### src/rtl/fetch_pkg.sv
// Shared fetch-stage definitions: FSM states, reset PC default, opcode
// constants and next-PC target helpers.
package fetch_pkg;

    typedef enum logic [1:0] {
        BOOT,
        RUN,
        FULL
    } state_t;

    localparam logic [31:0] RESET_PC_DEFAULT = 32'h0000_0000;

    localparam logic [5:0] OP_R   = 6'b000000;
    localparam logic [5:0] OP_LW  = 6'b100011;
    localparam logic [5:0] OP_SW  = 6'b101011;
    localparam logic [5:0] OP_BEQ = 6'b000100;
    localparam logic [5:0] OP_J   = 6'b000010;

    function automatic logic [31:0] branch_target(input logic [31:0] pc4,
                                                  input logic [15:0] imm);
        return pc4 + {{14{imm[15]}}, imm, 2'b00};
    endfunction

    function automatic logic [31:0] jump_target(input logic [3:0]  pc4_hi,
                                                input logic [25:0] tgt);
        return {pc4_hi, tgt, 2'b00};
    endfunction

endpackage

### src/rtl/fetch_skid_buf.sv
// Two-entry output FIFO of {instr, pc4} with synchronous flush.
module fetch_skid_buf #(
    parameter int unsigned DEPTH = 2
) (
    input  logic        clk,
    input  logic        rst,
    input  logic        flush,
    input  logic        push,
    input  logic [63:0] wdata,
    input  logic        pop,
    output logic [63:0] rdata,
    output logic [1:0]  count
);

    logic [63:0] mem [DEPTH];
    logic        wr_ptr;
    logic        rd_ptr;

    // Storage, pointers and occupancy; flush empties the FIFO and ignores any push.
    always_ff @(posedge clk) begin
        if (rst) begin
            for (int unsigned i = 0; i < DEPTH; i++) begin
                mem[i] <= '0;
            end
            wr_ptr <= 1'b0;
            rd_ptr <= 1'b0;
            count  <= '0;
        end else if (flush) begin
            wr_ptr <= 1'b0;
            rd_ptr <= 1'b0;
            count  <= '0;
        end else begin
            if (push) begin
                mem[wr_ptr] <= wdata;
                wr_ptr      <= ~wr_ptr;
            end
            if (pop) begin
                rd_ptr <= ~rd_ptr;
            end
            count <= count + 2'(push) - 2'(pop);
        end
    end

    assign rdata = mem[rd_ptr];

endmodule

### src/rtl/fetch_unit.sv
// Instruction fetch stage: PC sequencing, jump/branch redirect and a
// 2-entry skid buffer toward decode.
// Optional macro FETCH_PERF_CNT_EN adds fetch_cnt / flush_cnt outputs.
module fetch_unit
    import fetch_pkg::*;
#(
    parameter logic [31:0] RESET_PC  = RESET_PC_DEFAULT,
    parameter int unsigned BUF_DEPTH = 2
) (
    input  logic        clk,
    input  logic        rst,
    output logic [31:0] imem_addr,
    output logic        imem_req,
    input  logic [31:0] imem_rdata,
    output logic [31:0] instr,
    output logic [31:0] instr_pc4,
    output logic        instr_valid,
    input  logic        instr_ready,
    input  logic        jump,
    input  logic        branch,
    input  logic        alu_zero,
    input  logic [31:0] redir_pc4,
    input  logic [15:0] imm16,
    input  logic [25:0] target26
`ifdef FETCH_PERF_CNT_EN
    ,
    output logic [31:0] fetch_cnt,
    output logic [31:0] flush_cnt
`endif
);

    state_t      state;
    state_t      state_nxt;
    logic [31:0] pc;
    logic        inflight;
    logic [31:0] inflight_pc4;
    logic        taken;
    logic [31:0] target;
    logic        xfer;
    logic [1:0]  count;
    logic [2:0]  occ;
    logic [63:0] head;

    assign taken       = jump | (branch & alu_zero);
    assign target      = jump ? jump_target(redir_pc4[31:28], target26)
                              : branch_target(redir_pc4, imm16);
    assign instr_valid = (count != 2'd0);
    assign xfer        = instr_valid & instr_ready;
    // Occupancy counts the entry leaving this cycle as already gone so that
    // a steady ready stream sustains one fetch per cycle.
    assign occ         = {1'b0, count} - {2'b0, xfer} + {2'b0, inflight};
    assign instr       = head[63:32];
    assign instr_pc4   = head[31:0];

    // Next-state and memory request; reset masks everything, redirect beats state.
    always_comb begin
        state_nxt = state;
        imem_req  = 1'b0;
        imem_addr = pc;
        if (rst) begin
            imem_addr = RESET_PC;
        end else if (taken) begin
            imem_req  = 1'b1;
            imem_addr = target;
            state_nxt = RUN;
        end else begin
            case (state)
                BOOT: begin
                    imem_req  = 1'b1;
                    state_nxt = RUN;
                end
                RUN: begin
                    imem_req = (occ < 3'd2);
                    if (count == 2'd2 && !xfer) begin
                        state_nxt = FULL;
                    end
                end
                FULL: begin
                    if (xfer) begin
                        state_nxt = RUN;
                    end
                end
                default: state_nxt = BOOT;
            endcase
        end
    end

    // State, PC and in-flight read tracking.
    always_ff @(posedge clk) begin
        if (rst) begin
            state        <= BOOT;
            pc           <= RESET_PC;
            inflight     <= 1'b0;
            inflight_pc4 <= '0;
        end else begin
            state    <= state_nxt;
            inflight <= imem_req;
            if (imem_req) begin
                pc           <= imem_addr + 32'd4;
                inflight_pc4 <= imem_addr + 32'd4;
            end
        end
    end

    fetch_skid_buf #(
        .DEPTH (BUF_DEPTH)
    ) u_buf (
        .clk   (clk),
        .rst   (rst),
        .flush (taken),
        .push  (inflight),
        .wdata ({imem_rdata, inflight_pc4}),
        .pop   (xfer),
        .rdata (head),
        .count (count)
    );

`ifdef FETCH_PERF_CNT_EN
    // Transfer and redirect event counters.
    always_ff @(posedge clk) begin
        if (rst) begin
            fetch_cnt <= '0;
            flush_cnt <= '0;
        end else begin
            if (xfer) begin
                fetch_cnt <= fetch_cnt + 32'd1;
            end
            if (taken) begin
                flush_cnt <= flush_cnt + 32'd1;
            end
        end
    end
`endif

endmodule

### config.mk
export PLATFORM = sky130hd
export DESIGN_NAME = fetch_unit
export DESIGN_NICKNAME = d
export VERILOG_FILES = /design/src/rtl/fetch_pkg.sv /design/src/rtl/fetch_skid_buf.sv /design/src/rtl/fetch_unit.sv
export SDC_FILE = /design/constraint.sdc
export NUM_CORES = 1
export LEC_CHECK = 0
export ABC_AREA = 1
export CELL_PAD_IN_SITES_DETAIL_PLACEMENT = 1
export CELL_PAD_IN_SITES_GLOBAL_PLACEMENT = 1
export CORE_MARGIN = 2
export CORE_UTILIZATION = 35
export DETAILED_ROUTE_END_ITERATION = 8
export PLACE_DENSITY_LB_ADDON = 0.1
export SYNTH_ARGS = -nofsm -noshare
export SYNTH_HDL_FRONTEND = slang
export SYNTH_HIERARCHICAL = 1
export SYNTH_SLANG_ARGS = --single-unit
export TNS_END_PERCENT = 20
### constraint.sdc
create_clock -name clk -period 5.5 [get_ports clk]
set_clock_uncertainty 0.05 [all_clocks]
set_input_delay 1.65 -clock clk [delete_from_list [all_inputs] [get_ports clk]]
set_output_delay 1.65 -clock clk [all_outputs]
set_load 0.005 [all_outputs]
; ---- After elaboration in Yosys (flattened, before gate mapping)
; Memories as Yosys holds them, arrays and structs flattened. A register that Yosys moved wholly into a read port is not among the register bits.
; Index checks and enable logic that the tools add are counted.
[totals]
out_inout_bits = 98
memories = 1
register_bits = 39
word_cells = 56
in_bits = 112
ramBits = 128
[mem_list]
columns = name, words, width, rd, rd_ports_with_merged_regs, wr, line
row1 = u_buf.mem, 2, 64, 1, 1, 2, fetch_skid_buf.sv:15  ; logic [63:0] mem [DEPTH];
[classes]
bitwise_logic = 5
n_reduce_logical = 8
n_mux = 21
magnitude_cmp = 1
n_addsub = 6
n_eq_ne = 7
[ops]
columns = cell, count
row1 = $mux W32, 3
row2 = $mux W64, 1
row3 = $reduce_or A64 Y1, 1
row4 = $add A32 B3 Y32 const B, 1
row5 = $add A32 B32 Y32, 1
row6 = $mux W1, 13
row7 = $pmux W2 S3, 1
row8 = $eq A2 B2 Y1 const B, 2
row9 = $mux W2, 2
row10 = $reduce_and A2 Y1, 2
row11 = $add A3 B1 Y3, 1
row12 = $lt A3 B2 Y1 const B, 1
row13 = $ne A3 B2 Y1 const B, 1
row14 = $ne A3 B3 Y1 const B, 1
row15 = $sub A2 B1 Y3, 1
row16 = $add A2 B1 Y2, 1
row17 = $and A1 B1 Y1, 2
row18 = $eq A2 B1 Y1 const B, 1
row19 = $logic_not A2 Y1, 1
row20 = $ne A2 B1 Y1 const B, 1
row21 = $ne A2 B2 Y1 const B, 1
row22 = $not A1 Y1, 2
row23 = $pmux W1 S2, 1
row24 = $reduce_bool A2 Y1, 1
row25 = other kinds (5), 5

; ---- Logic depth before layout (Yosys ltp)
[depth]
word_depth = 8
ltp_mapped = 21
mapped_depth_nobuf = 21

; ---- By module
; Netlist, hierarchy kept.
[by_module_without_submodules]
columns = module, cells_per_inst, area_per_inst_um2, instances, seq_area_each_um2
row1 = fetch_skid_buf, 437, 5680.4, 1, 3943.8
row2 = fetch_unit, 963, 5113.7, 1, 700.7

; ---- Least setup slack after synthesis
; No wires, ideal clock.
[synth_path]
kind = input to output
from = input instr_ready
to = output imem_req
arrival_ns = 3.589
path_slack_ns = 0.211
path_stages = 12
cell_sequence = nand2_1 inv_1 ha_1 inv_1 nand2_1 fa_1 xnor2_1 nand3_1 nand3_1 inv_1 nor2_1 buf_2
[synth_via]
elab_chain_len = 7
[synth_lines]
columns = element, line
row1 = from (decl), fetch_unit.sv:18  ; input logic instr_ready,
row2 = $and A1 B1 Y1, fetch_unit.sv:48  ; assign xfer = instr_valid & instr_ready;
row3 = via xfer, fetch_unit.sv:39  ; logic xfer;
row4 = $sub A2 B1 Y3, fetch_unit.sv:51  ; assign occ = {1'b0, count} - {2'b0, xfer} + {2'b0, inflight};
row5 = $add A3 B1 Y3, fetch_unit.sv:51
row6 = $lt A3 B2 Y1, fetch_unit.sv:73  ; imem_req = (occ < 3'd2);
row7 = $pmux W1 S2, fetch_unit.sv:67  ; case (state)
row8 = $mux W1, fetch_unit.sv:62  ; end else if (taken) begin
row9 = $mux W1, fetch_unit.sv:60  ; if (rst) begin
row10 = to (decl), fetch_unit.sv:13  ; output logic imem_req,
; The timed path passes the listed nets, and every way through them passes these cells.

; ---- Final worst setup path
[layout_path]
from = input imm16[6]
to = output imem_addr[30]
[layout_via]
elab_chain_len = 4
[layout_lines]
columns = element, line
row1 = from (decl), fetch_unit.sv:23  ; input logic [15:0] imm16,
row2 = $add A32 B32 Y32, fetch_pkg.sv:21  ; return pc4 + {{14{imm[15]}}, imm, 2'b00};
row3 = $mux W32, fetch_unit.sv:45  ; assign target = jump ? jump_target(redir_pc4[31:28], target26)
row4 = $mux W32, fetch_unit.sv:62
row5 = $mux W32, fetch_unit.sv:60
row6 = to (decl), fetch_unit.sv:12  ; output logic [31:0] imem_addr,
; No other way between the ends.

==> summary.txt <==
Clock network
  • Maximum level of the CTS H-tree: 4
  • Count of clock tree sinks: about 170
  • CTS buffer count: 17
  • Post-cts hold buffer count: 0
  • CTS tree: built
  • CTS clock-pin slew for the worst setup and hold paths: 0.07 ns
  • Clock tree root buffer cell: sky130_fd_sc_hd__clkbuf_16
  • Buffer depth of the longest clock path: 2
  • Worst-skew pair later-pin latency: 0.44 ns

Routing
  • Vias per std cell: 4.777
  • Met3 wire length: 976 um
  • Post-Route WL: 35630 um
  • DR DRC count: 0
  • Top routing layer used: met4
  • Routed metal-1 wirelength: between 15000 and 20000 um
  • Average routed wire per standard cell: about 17 um
  • Total number of vias: 10190
  • Number of DRC markers in iteration 0: 387
  • Met2 layer wire length in the routed design: roughly 18000 um
  • Residual antenna-violating net count after detailed routing: 0
  • Drt first pass iters: 5

Worst setup path
  • Ordered list of cells on the worst path: clkdlybuf4s50_1 > ha_4 > nand2_2 > inv_2 > nand2_1 > nor2_2 > nand2_2 > nand3_4 > nand2_2 > nand2_1 > nand2_1 > nand3_1 > nand2_1 > inv_1 > clkdlybuf4s50_1
  • Type of destination of the critical path: output pin
  • Crit path kind: primary input to output pin
  • Top delay family on crit path: buffers and inverters
  • Highest net fanout along the worst path: 4
  • Critical path's slowest cell: sky130_fd_sc_hd__clkdlybuf4s50_1
  • Buffers and inverters on the worst path: 4
  • Data arrival time of the critical path: 3.91 ns
  • Dominant cell type by count on the critical path: sky130_fd_sc_hd__nand2_1
  • Type of element launching the critical path: primary input
  • Register-to-Register Setup Slack: 2.40 ns
  • Critical Path Max Stage Delay: 0.49 ns
  • Critical path data required time: 3.80 ns

Floorplanning
  • Die area: 32260 um^2
  • Overall die height: 179.6 um
  • Placeable core area: roughly 31000 um^2
  • Width of the die: 179.6 um
  • Row count: 64
  • Initial standard-cell utilization of the core: 0.3538
  • Number of ports placed on the die boundary: 210

Timing
  • Fraction of the cycle the final worst path needs: 1.020
  • Relative max-transition margin: 0.4685
  • Setup repair after global routing missed its margin: true
  • PnR worst setup slack: -0.1120 ns
  • Fmax achieved: 0.1782 GHz
  • Worst slack on hold paths: 0.4403 ns
  • Final count of negative-setup-slack endpoints: 7
  • Max-slew violation count: 0
  • Worst Tran Pin Value: 0.7972 ns
  • Count of endpoints failing hold in the final timing report: 0
  • Final min period: 5.612 ns
  • Post-Route Setup TNS: -0.4546 ns

Status
  • Violations in the final reports: setup timing
  • Result of the run: finished, violations left

Synthesis
  • Top_reg_cell synth: sky130_fd_sc_hd__edfxtp_1
  • Cells after synthesis: 1400
  • Fraction of post-synthesis cell area in the top cell type by area: 0.3561
  • Ranking of synthesized cells by area: sky130_fd_sc_hd__edfxtp_1 36%, sky130_fd_sc_hd__nand2_1 12%, sky130_fd_sc_hd__inv_1 9.0%, sky130_fd_sc_hd__nor2_1 8.1%, sky130_fd_sc_hd__dfxtp_1 7.4%
  • Number of warning messages in the yosys log: 6
  • Number of synthesized register bits: 168
  • Cell taking the most area after synthesis: sky130_fd_sc_hd__edfxtp_1
  • Fraction of registers with async set or reset after synthesis: 0
  • Top-count cell post-synth: sky130_fd_sc_hd__nand2_1
  • Net count of the mapped netlist: between 1500 and 2000
  • Avg Cell Area, Syn: ~7.7 um^2
  • Post-synth top cells: 339 x sky130_fd_sc_hd__nand2_1, 259 x sky130_fd_sc_hd__inv_1, 232 x sky130_fd_sc_hd__nor2_1, 128 x sky130_fd_sc_hd__edfxtp_1, 104 x sky130_fd_sc_hd__nand3_1
  • Area of the mapped netlist: 10790 um^2
  • Count of distinct cell types in the synthesized netlist: 42
  • Number of enable-type register cells in the synthesized netlist: 128
  • Portion of the post-synthesis area used by sequential elements: 0.4303

Placement
  • Final GP Congestion: 0.8732
  • Instance count after placement with tap cells included: 2087
  • Dpl ws: -0.4979 ns
  • Detailed Place HPWL: ~27000 um
  • Port buffer count: 209

Worst hold path
  • Worst min-delay path category: flip-flop to flip-flop

Power
  • PwrDens: 234.0 nW/um^2
  • Leakage: 7.149 nW
  • Total power draw: 3.674 mW
  • VDD IR-drop max: 0.1967 mV

Cells and area
  • Fraction of final layout cells sized beyond drive strength 1: 0.2514
  • Count of nets after finishing: 1872
  • Antenna cell count: 0
  • Filler cell count in the final layout: 3654
  • Count of non-filler cells in the finished layout: 2134
  • P&R area growth vs syn: 45.45%

Global routing
  • Number of global-route vias before repair: 10770
  • Wire length of the first global-routing pass: between 50000 and 60000 um
  • Total overflow reported by the global router: 0
  • Global-route usage over all layers: 0.2234
  • Largest net degree at the start of global routing: 66
  • Number of antenna violations at the first check in global routing: 0

Job
  • Max capacitance violation total: 0
[metal layers]
layer  GRT usage  vias up
li1            -     5101
met1      0.2755     4856
met2      0.4029      197
met3     0.03100       40
met4     0.06894        0
met5           0        -
[final cells by class]
type | count | area (um^2) | share of cell area
multi-input combinational | 931 | 5713 | 0.3639
sequential | 168 | 4646 | 0.2959
timing repair buffer | 344 | 3206 | 0.2042
inverter | 263 | 987.2 | 0.06288
tap | 396 | 495.5 | 0.03156
clock buffer | 17 | 425.4 | 0.02710
clock inverter | 15 | 227.7 | 0.01450
[sequential cells by signal, summed over array words and instances, names as in the netlist, named ones only]
signal / count
u_buf/rd_ptr: 1
inflight_pc4: 32
state: 2
inflight: 1
u_buf/wr_ptr: 1
u_buf/count: 2
u_buf/mem: 128
[what timing repair did]
item	CTS	global route
pin swaps	32	18
setup endpoints to repair	26	23
gates resized for setup	179	49
endpoints found under the hold margin	0	0
cloned	1	0
setup buffers	10	4
[stage by stage]
stage | cell area (um^2) | utilization
2_1_floorplan | 10790 | -
3_3_place_gp | 14120 | 0.4628
3_5_place_dp | 14120 | 0.4628
4_1_cts | 15530 | 0.5090
5_1_grt | 15700 | 0.5146
6_report | 15700 | 0.5146
[kinds of logic (layout without fill, tap and decap cells)]
kind of cell / count (synthesis) / count (layout) / synth area share
AND/OR/NAND/NOR: 729 / 729 / 0.2836
buffers and inverters: 301 / 639 / 0.1158
flip-flops: 168 / 168 / 0.4303
AO/OA/AOI/OAI: 93 / 93 / 0.05344
multiplexers: 64 / 64 / 0.06677
adder cells (fa/ha/maj): 35 / 35 / 0.04196
XOR/XNOR: 10 / 10 / 0.008115
[worst paths after layout]
check                           cells after the start          endpoint              from
worst max-delay path                               15     imem_addr[30]          imm16[6]
worst min-delay path                                2  inflight_pc4[26]  inflight_pc4[26]
worst max register to register                     17   inflight_pc4[5]    u_buf/count[1]
worst min register to register                      2  inflight_pc4[26]  inflight_pc4[26]
[power breakdown]
group / internal (mW) / switching (mW)
clock: 0.806 / 0.505
sequential: 1.43 / 0.0281
combinational: 0.436 / 0.473
[placed cells by master (no fill, tap or decap), types with 26 or more instances in the layout]
cell,Yosys,final
sky130_fd_sc_hd__dfxtp_1,40,39
sky130_fd_sc_hd__a21oi_1,36,28
sky130_fd_sc_hd__nor2_1,232,211
sky130_fd_sc_hd__mux2_2,64,64
sky130_fd_sc_hd__nand2_2,9,55
sky130_fd_sc_hd__nand2_1,339,282
sky130_fd_sc_hd__nand3_1,104,87
sky130_fd_sc_hd__clkdlybuf4s50_1,0,167
sky130_fd_sc_hd__buf_4,13,126
sky130_fd_sc_hd__dlygate4sd2_1,0,32
sky130_fd_sc_hd__edfxtp_1,128,128
sky130_fd_sc_hd__inv_1,259,240
sky130_fd_sc_hd__ha_4,0,26
[worst register-to-register path, cell delays in order (launching register included)]
cell                      delay, ns
sky130_fd_sc_hd__dfxtp_1       0.48
sky130_fd_sc_hd__inv_1         0.10
sky130_fd_sc_hd__nand2_1       0.13
sky130_fd_sc_hd__nand2_1       0.08
sky130_fd_sc_hd__inv_1         0.08
sky130_fd_sc_hd__ha_1          0.23
sky130_fd_sc_hd__inv_1         0.05
sky130_fd_sc_hd__nand2_1       0.06
sky130_fd_sc_hd__fa_2          0.54
sky130_fd_sc_hd__nand3_1       0.08
sky130_fd_sc_hd__nand3_1       0.10
sky130_fd_sc_hd__inv_1         0.09
sky130_fd_sc_hd__nor2_4        0.13
sky130_fd_sc_hd__buf_4         0.32
sky130_fd_sc_hd__inv_1         0.22
sky130_fd_sc_hd__a21oi_1       0.14
sky130_fd_sc_hd__o21ai_0       0.08
sky130_fd_sc_hd__o21ai_0       0.07
No activity file was read; power rests on OpenSTA's default activity.
